### src/rtl/mem_cycle_ctrl_pkg.sv
// Shared definitions for the memory-cycle sequencer: op and state encodings,
// default widths, and a small helper used to decide whether a transaction
// returns data to the memory-buffer register.
package mem_cycle_ctrl_pkg;

  localparam int DEF_W       = 12;
  localparam int DEF_TIMEOUT = 15;
  localparam int TMO_W       = 8;

  typedef enum logic [1:0] {
    OP_RD  = 2'b00,
    OP_WR  = 2'b01,
    OP_RIW = 2'b10,
    OP_NOP = 2'b11
  } op_e;

  typedef enum logic [2:0] {
    ST_IDLE    = 3'd0,
    ST_RD_WAIT = 3'd1,
    ST_INC     = 3'd2,
    ST_WR_WAIT = 3'd3,
    ST_FIN     = 3'd4
  } state_e;

  // Reads and auto-index cycles hand a word to the MB register; writes and no-ops do not.
  function automatic logic op_returns_data(input op_e o);
    return (o == OP_RD) || (o == OP_RIW);
  endfunction

endpackage

### src/rtl/mem_cycle_ctrl_timeout.sv
// Wait-state watchdog: an 8-bit counter that is cleared outside the wait
// states, counts wait cycles without acknowledge, and flags the cycle in
// which the count reaches LIMIT.
module mc_timeout
  import mem_cycle_ctrl_pkg::*;
#(
  parameter int LIMIT = DEF_TIMEOUT
) (
  input  logic clk,
  input  logic reset_n,
  input  logic clr,
  input  logic inc,
  output logic expired
);

  logic [TMO_W-1:0] cnt;

  // Count unacknowledged wait cycles; clear whenever the sequencer is not waiting.
  always_ff @(posedge clk or negedge reset_n) begin
    if (!reset_n) begin
      cnt <= '0;
    end else if (clr) begin
      cnt <= '0;
    end else if (inc) begin
      cnt <= cnt + TMO_W'(1);
    end
  end

  // Expiry fires on the increment that would bring the count to LIMIT, so a
  // strobe is held for exactly LIMIT wait cycles; an ack in that cycle suppresses inc.
  assign expired = inc && (cnt == TMO_W'(LIMIT - 1));

endmodule

### src/rtl/mem_cycle_ctrl.sv
// Memory-cycle sequencer feeding the 12-bit memory-buffer latch. Runs one
// read, write or read-increment-write (auto-index) transaction per accepted
// request, handshakes with memory via strobe/ack, and presents a registered
// word plus a one-cycle latch pulse. A hung wait state is aborted with err.
module mem_cycle_ctrl
  import mem_cycle_ctrl_pkg::*;
#(
  parameter int W       = DEF_W,
  parameter int TIMEOUT = DEF_TIMEOUT
) (
  input  logic         clk,
  input  logic         reset_n,
  input  logic         req,
  input  logic [1:0]   op,
  input  logic [W-1:0] addr,
  input  logic [W-1:0] wdata,
  output logic         busy,
  output logic         done,
  output logic         err,
  output logic [W-1:0] rdata,
  output logic         mb_latch,
  output logic [W-1:0] mem_addr,
  output logic         mem_rd,
  output logic         mem_wr,
  output logic [W-1:0] mem_wdata,
  input  logic         mem_ack,
  input  logic [W-1:0] mem_rdata
);

  state_e       state;
  op_e          op_q;
  logic [W-1:0] rdata_inc;
  logic         tmo_clr;
  logic         tmo_inc;
  logic         tmo_expired;

  // Auto-index increment wraps modulo 2^W (07777 -> 0000).
  assign rdata_inc = rdata + W'(1);

  assign tmo_clr = !((state == ST_RD_WAIT) || (state == ST_WR_WAIT));
  assign tmo_inc = !tmo_clr && !mem_ack;

  mc_timeout #(
    .LIMIT (TIMEOUT)
  ) u_tmo (
    .clk     (clk),
    .reset_n (reset_n),
    .clr     (tmo_clr),
    .inc     (tmo_inc),
    .expired (tmo_expired)
  );

  // Transaction FSM with registered strobes, data and status pulses.
  always_ff @(posedge clk or negedge reset_n) begin
    if (!reset_n) begin
      state     <= ST_IDLE;
      op_q      <= OP_RD;
      busy      <= 1'b0;
      done      <= 1'b0;
      err       <= 1'b0;
      rdata     <= '0;
      mb_latch  <= 1'b0;
      mem_addr  <= '0;
      mem_rd    <= 1'b0;
      mem_wr    <= 1'b0;
      mem_wdata <= '0;
    end else begin
      done     <= 1'b0;
      err      <= 1'b0;
      mb_latch <= 1'b0;
      case (state)
        ST_IDLE: begin
          if (req) begin
            op_q     <= op_e'(op);
            mem_addr <= addr;
            busy     <= 1'b1;
            case (op_e'(op))
              OP_RD, OP_RIW: begin
                mem_rd <= 1'b1;
                state  <= ST_RD_WAIT;
              end
              OP_WR: begin
                mem_wr    <= 1'b1;
                mem_wdata <= wdata;
                state     <= ST_WR_WAIT;
              end
              default: state <= ST_FIN;
            endcase
          end
        end
        ST_RD_WAIT: begin
          if (mem_ack) begin
            rdata  <= mem_rdata;
            mem_rd <= 1'b0;
            state  <= (op_q == OP_RIW) ? ST_INC : ST_FIN;
          end else if (tmo_expired) begin
            mem_rd <= 1'b0;
            err    <= 1'b1;
            busy   <= 1'b0;
            state  <= ST_IDLE;
          end
        end
        ST_INC: begin
          rdata     <= rdata_inc;
          mem_wdata <= rdata_inc;
          mem_wr    <= 1'b1;
          state     <= ST_WR_WAIT;
        end
        ST_WR_WAIT: begin
          if (mem_ack) begin
            mem_wr <= 1'b0;
            state  <= ST_FIN;
          end else if (tmo_expired) begin
            mem_wr <= 1'b0;
            err    <= 1'b1;
            busy   <= 1'b0;
            state  <= ST_IDLE;
          end
        end
        ST_FIN: begin
          done     <= 1'b1;
          mb_latch <= op_returns_data(op_q);
          busy     <= 1'b0;
          state    <= ST_IDLE;
        end
        default: begin
          mem_rd <= 1'b0;
          mem_wr <= 1'b0;
          busy   <= 1'b0;
          state  <= ST_IDLE;
        end
      endcase
    end
  end

endmodule

### config.mk
export PLATFORM = sky130hd
export DESIGN_NAME = mem_cycle_ctrl
export DESIGN_NICKNAME = d
export VERILOG_FILES = /design/src/rtl/mem_cycle_ctrl_pkg.sv /design/src/rtl/mem_cycle_ctrl_timeout.sv /design/src/rtl/mem_cycle_ctrl.sv
export SDC_FILE = /design/constraint.sdc
export NUM_CORES = 1
export LEC_CHECK = 0
export CORE_MARGIN = 2
export CORE_UTILIZATION = 51
export CTS_CLUSTER_SIZE = 40
export DETAILED_ROUTE_END_ITERATION = 8
export PLACE_DENSITY = 0.95
export SLEW_MARGIN = 30
export SYNTH_ARGS = -nofsm -noshare
export SYNTH_HDL_FRONTEND = slang
export SYNTH_HIERARCHICAL = 1
export SYNTH_SLANG_ARGS = --single-unit
### constraint.sdc
create_clock -name clk -period 2.8 [get_ports clk]
set_clock_uncertainty 0.05 [all_clocks]
set_input_delay 0.56 -clock clk [delete_from_list [all_inputs] [get_ports clk]]
set_output_delay 0.56 -clock clk [all_outputs]
set_load 0.01 [all_outputs]
; Word-level counts from Yosys, hierarchy flattened
; Index checks and enable logic that the tools add are counted.
; Widths: inputs -> output; s select.
[op_classes]
addsub = 2
eq_ne = 17
mux = 30
bitwise = 3
reduce_logical = 20
[op_table]
columns = operator, count
row1 = $pmux 12 s2, 2
row2 = $mux 12, 3
row3 = $mux 8, 2
row4 = $mux 3, 5
row5 = $mux 1, 13
row6 = $add 12x1->12 const B, 1
row7 = $pmux 3 s4, 1
row8 = $reduce_and 4->1, 3
row9 = $add 8x1->8 const B, 1
row10 = $eq 8x4->1 const B, 1
row11 = $ne 2x1->1 const B, 4
row12 = $eq 3x2->1 const B, 2
row13 = $ne 2x2->1 const B, 3
row14 = $ne 3x3->1 const B, 2
row15 = $pmux 1 s3, 2
row16 = $pmux 3 s2, 1
row17 = $reduce_or 2->1, 3
row18 = $eq 2x2->1 const B, 2
row19 = $logic_not 2->1, 2
row20 = $pmux 1 s4, 1
row21 = $reduce_and 2->1, 2
row22 = $reduce_bool 2->1, 2
row23 = $eq 3x1->1 const B, 1
row24 = $eq 3x3->1 const B, 1
row25 = other kinds (8), 12
[word_totals]
reg_bits = 55
output_inout_bits = 42

; Logic depth before layout (Yosys ltp)
[logic_depth]
ltp_word = 7
ltp_mapped = 10
depth_no_buf = 8

; Cells and area by module
; The synthesis kept the hierarchy.
[modules_own_cells]
columns = module, n_inst, cells_each, area_each_um2
row1 = mem_cycle_ctrl, 1, 237, 2356.0
row2 = mc_timeout, 1, 41, 410.4

; Least setup slack after synthesis
; Ideal clock, no wire load.
[synth_timing]
path_type = reg2reg
startpoint = reg state[2]
endpoint = reg mem_rd
setup_time_ns = 0.136
t_arrival_ns = 1.651
required_time_ns = 2.614
setup_slack_ns = 0.962
stages_incl_launch_ff = 11
path_buffers = 2
period_less_slack_ns = 1.838
cell_sequence = dfrtp_1 > buf_2 > nand2b_1 > nor2_1 > buf_4 > nand3_1 > nor3_1 > nor2_1 > o21ai_0 > o21a_1 > o21ai_0
[synth_between]
elab_chain_cells = 6
elab_cells_between_ends = 15
cone_classes = eq/ne (7) / mux (1) / bitwise (1) / reduce/logical (6)
[synth_lines]
columns = element, line_no
row1 = "start, declared", mem_cycle_ctrl.sv:30  ; state_e state;
row2 = "start signal, assigned", mem_cycle_ctrl.sv:95  ; state <= (op_q == OP_RIW) ? ST_INC : ST_FIN;
row3 = $eq 3x1->1 or $eq 3x2->1 (tied branches), mem_cycle_ctrl.sv:40  ; assign tmo_clr = !((state == ST_RD_WAIT) || (state == ST_WR_WAIT));
row4 = $logic_or 1x1->1 (*), mem_cycle_ctrl.sv:40
row5 = $logic_and 1x1->1 (*), mem_cycle_ctrl.sv:41  ; assign tmo_inc = !tmo_clr && !mem_ack;
row6 = net tmo_inc, mem_cycle_ctrl.sv:34  ; logic tmo_inc;
row7 = $logic_and 1x1->1 (*), mem_cycle_ctrl_timeout.sv:31  ; assign expired = inc && (cnt == TMO_W'(LIMIT - 1));
row8 = net tmo_expired, mem_cycle_ctrl.sv:35  ; logic tmo_expired;
row9 = $ne 3x3->1 (no line) (*), --
row10 = $reduce_and 4->1 (no line) (*), --
row11 = "end signal, assigned", mem_cycle_ctrl.sv:64  ; mem_rd <= 1'b0;
row12 = "end signal, assigned", mem_cycle_ctrl.sv:79  ; mem_rd <= 1'b1;
row13 = "end signal, assigned", mem_cycle_ctrl.sv:94  ; mem_rd <= 1'b0;
row14 = "end, declared", mem_cycle_ctrl.sv:23  ; output logic mem_rd,
; Mark *: on every way through the listed nets, which the timed path passes. The rest lies on a longest branch.
; A chain may end at the register's enable or synchronous reset.

; Final worst setup path
[layout_timing]
startpoint = in mem_ack
endpoint = reg mem_rd
[layout_between]
elab_chain_cells = 5
elab_cells_between_ends = 7
cone_classes = eq/ne (1) / mux (2) / reduce/logical (4)
[layout_lines]
columns = element, line_no
row1 = "start, declared", mem_cycle_ctrl.sv:26  ; input logic mem_ack,
row2 = $logic_not 1->1, mem_cycle_ctrl.sv:41
row3 = $logic_and 1x1->1, mem_cycle_ctrl.sv:41
row4 = net tmo_inc, mem_cycle_ctrl.sv:34
row5 = $logic_and 1x1->1, mem_cycle_ctrl_timeout.sv:31
row6 = net tmo_expired, mem_cycle_ctrl.sv:35
row7 = $ne 3x3->1 (no line), --
row8 = $reduce_and 4->1 (no line), --
; The timed path passes the listed nets, and every way through them passes these cells.

==> flow_summary_export.csv <==
group,metric,value,unit
global_routing,antenna_found_initial,0,
clock_network,clk_latency,0.31,ns
die,coreArea,5170,um^2
final_layout,seq_area,1380,um^2
setup_path,path_buf_inv,1,
synthesis,yosys_warnings,6,
setup_path,slowest_delay,0.55,ns
timing,rsz0062_at_grt,"no",
clock_network,cts_tree,"built",
place,dpl.hpwl,5.09,mm
final_layout,diodes,0,
place,io_buffers,83,
power_and_ir_drop,power.density,1060,nW/um^2
global_routing,grt_pass1_vias,2520,
synthesis,synth_area,2770,um^2
die,start_util,53.5,%
routing,drt_iter0_drc,169,
synthesis,syn_area_per_cell,9.95,um^2
clock_network,clk_path_buf_depth,2,
final_layout,fill_cells,359,
setup_path,path_class,"input port to flip-flop",
setup_path,cp-start-kind,"input port",
synthesis,syn-instance-count,278,
setup_path,critPathMaxFanout,8,
die,die_h,77.7,um
timing,hold_viol,0,
run_status,status,"finished clean",
clock_network,post-cts-setup-buffers,0,
power_and_ir_drop,peakVddDrop,0.621,mV
timing,period_needed,2.20,ns
run,maxCapViolations,0,
timing,relSlewSlack,39.1,%
timing,worst_pin_slew,0.913,ns
final_layout,multi_input_area,1290,um^2
setup_path,crit_path_top_delay_cell,"clkdlybuf4s50_1",
routing,drc,0,
global_routing,overflow,0,
timing,drv_slew,0,
final_layout,layout_commonest_cell,"clkdlybuf4s50_1",
setup_path,worst_setup_path_end_kind,"flip-flop",
place,gp_congestion,0.855,
setup_path,critical_path.cell_chain,"clkdlybuf4s50_1 -> nor2_1 -> nand3_1 -> nor3_1 -> nor2_1 -> o21ai_0 -> o21a_1 -> o21ai_0",
clock_network,cts-root-buf,"clkbuf_8",
die,ios,84,
clock_network,clk_pin_slew,0.10,ns
final_layout,syn_to_final_growth,37.3,%
final_layout,final_nets,408,
synthesis,syn_nets,323,
final_layout,drive_above_1_share,10.2,%
die,rows,26,
timing,timing.setup.tns,0,ns
routing,vias_per_cell,5.83,
die,dieArea,6030,um^2
hold_path,hp-class,"input port to asynchronous set/reset pin",
global_routing,track_usage,24.2,%
place,numPlacedInstances,426,
global_routing,grt_pass1_wl,11.8,mm
setup_path,cp.required,2.93,ns
clock_network,cts_inserted_buffers,5,
synthesis,synth_async_sr_flop_share,100,%
routing,dr.pass1.iters,6,
clock_network,htree_levels,2,
clock_network,cts.sinks,55,
final_layout,stdcell_count,434,
routing,vias,2531,
synthesis,synth_cell_type_count,48,
global_routing,grt_max_degree,30,
synthesis,synth_seq_cells,55,
setup_path,path_delay_family,"simple AND/OR/NAND/NOR gates",
routing,ant_nets,0,
power_and_ir_drop,leakage,1.53,nW
die,die_w,77.7,um
timing,fin_crit_sh,78.6,%
setup_path,crit_arrival,2.34,ns
power_and_ir_drop,power.total,0.00404,W
routing,routed_wl,7.09,mm
synthesis,synth_edf_count,0,
final_layout,layout_common_cells,"clkdlybuf4s50_1, dfrtp_1, nand2_1, nor2_1",
synthesis,seq_area_frac_synth,49.8,%
clock_network,post_cts_resized,0,
timing,fmax,0.454,GHz
routing,wire_per_inst,16.3,um
synthesis,synth_ff_type,"dfrtp_1",
timing,setup_viol,0,
clock_network,cts_hold_buf,0,
[cell families after synthesis]
| kind of cell | share of synthesized area [%] |
|---|---|
| muxes | 5.70 |
| buffers and inverters | 3.53 |
| and+or+nand+nor | 21.3 |
| AOI/OAI and AO/OA | 14.2 |
| DFF | 49.8 |
| xor gates and xnor gates | 4.12 |
| adders and majority gates | 1.36 |
[worst paths after layout]
kind	startpoint	end	slack [ns]	cells after the start
worst max-delay path	mem_ack	mem_rd	0.60	8
worst min-delay path	reset_n	mem_wdata[9]	0.06	1
worst max register to register	state[0]	rdata[6]	0.60	4
worst min register to register	op_q[0]	mb_latch	0.45	1
max in group asynchronous	reset_n	u_tmo/cnt[1]	2.03	2
min in group clk	op_q[0]	mb_latch	0.45	1
[synthesized netlist by cell type (2+ instances only)]
cell type | count | area (um^2)
nand4_1 | 5 | 31.3
nor4_1 | 3 | 18.8
nor3_1 | 8 | 40.0
buf_4 | 2 | 15.0
a31oi_1 | 5 | 31.3
nor2b_1 | 3 | 18.8
xor2_1 | 5 | 43.8
nand2_1 | 30 | 113
xnor2_1 | 8 | 70.1
inv_1 | 6 | 22.5
a22oi_1 | 2 | 15.0
and3b_1 | 2 | 17.5
dfrtp_1 | 55 | 1380
clkbuf_1 | 7 | 26.3
o22ai_1 | 3 | 18.8
nor2_1 | 20 | 75.1
or3_1 | 3 | 18.8
mux2_2 | 14 | 158
buf_2 | 3 | 15.0
buf_1 | 2 | 7.51
ha_1 | 3 | 37.5
nand3_1 | 17 | 85.1
a21oi_1 | 17 | 85.1
nand3b_1 | 2 | 15.0
o2bb2ai_1 | 3 | 26.3
nand2b_1 | 3 | 18.8
nor3b_1 | 3 | 22.5
o211ai_1 | 8 | 60.1
o21ai_0 | 14 | 70.1
a211oi_1 | 4 | 30.0
[report_power, final]
group | internal, W | switching, W | leakage (nW)
Sequential | 0.00113 | 0.000348 | 0.676
Combinational | 0.00108 | 0.000940 | 0.789
Clock | 0.000290 | 0.000255 | 0.0612
[registers in the layout (all words and copies together) (netlist names)]
name       count
rdata         12
mem_wdata     12
mb_latch       1
mem_rd         1
err            1
done           1
mem_wr         1
state          3
u_tmo/cnt      8
busy           1
mem_addr      12
op_q           2
[per-stage QoR]
step | instance area [um^2] | hold slack [ns] | util, % | setup WS [ns]
floorplan | 2770 | 0.214 | - | 0.962
global placement | 3680 | 0.401 | 71.1 | 0.517
detailed placement | 3680 | 0.405 | 71.1 | 0.373
CTS | 3800 | 0.0643 | 73.4 | 0.626
global route | 3800 | 0.0630 | 73.4 | 0.486
finish | 3800 | 0.0600 | 73.4 | 0.598
[metal layers]
layer	wire, um	global-route usage, %
met5	0	0
met1	2910	30.2
met2	3530	41.7
met4	113	6.61
met3	537	6.28
[layout make-up]
class / count / area share [%]
clock buffers: 6 / 2.17
clock inverters: 2 / 0.923
repair buffers: 93 / 23.7
well taps: 70 / 2.31
multi-input cells: 202 / 34.0
flip-flops and latches: 55 / 36.2
inverters: 6 / 0.593
Note: power is estimated with default switching activity, not from simulation.
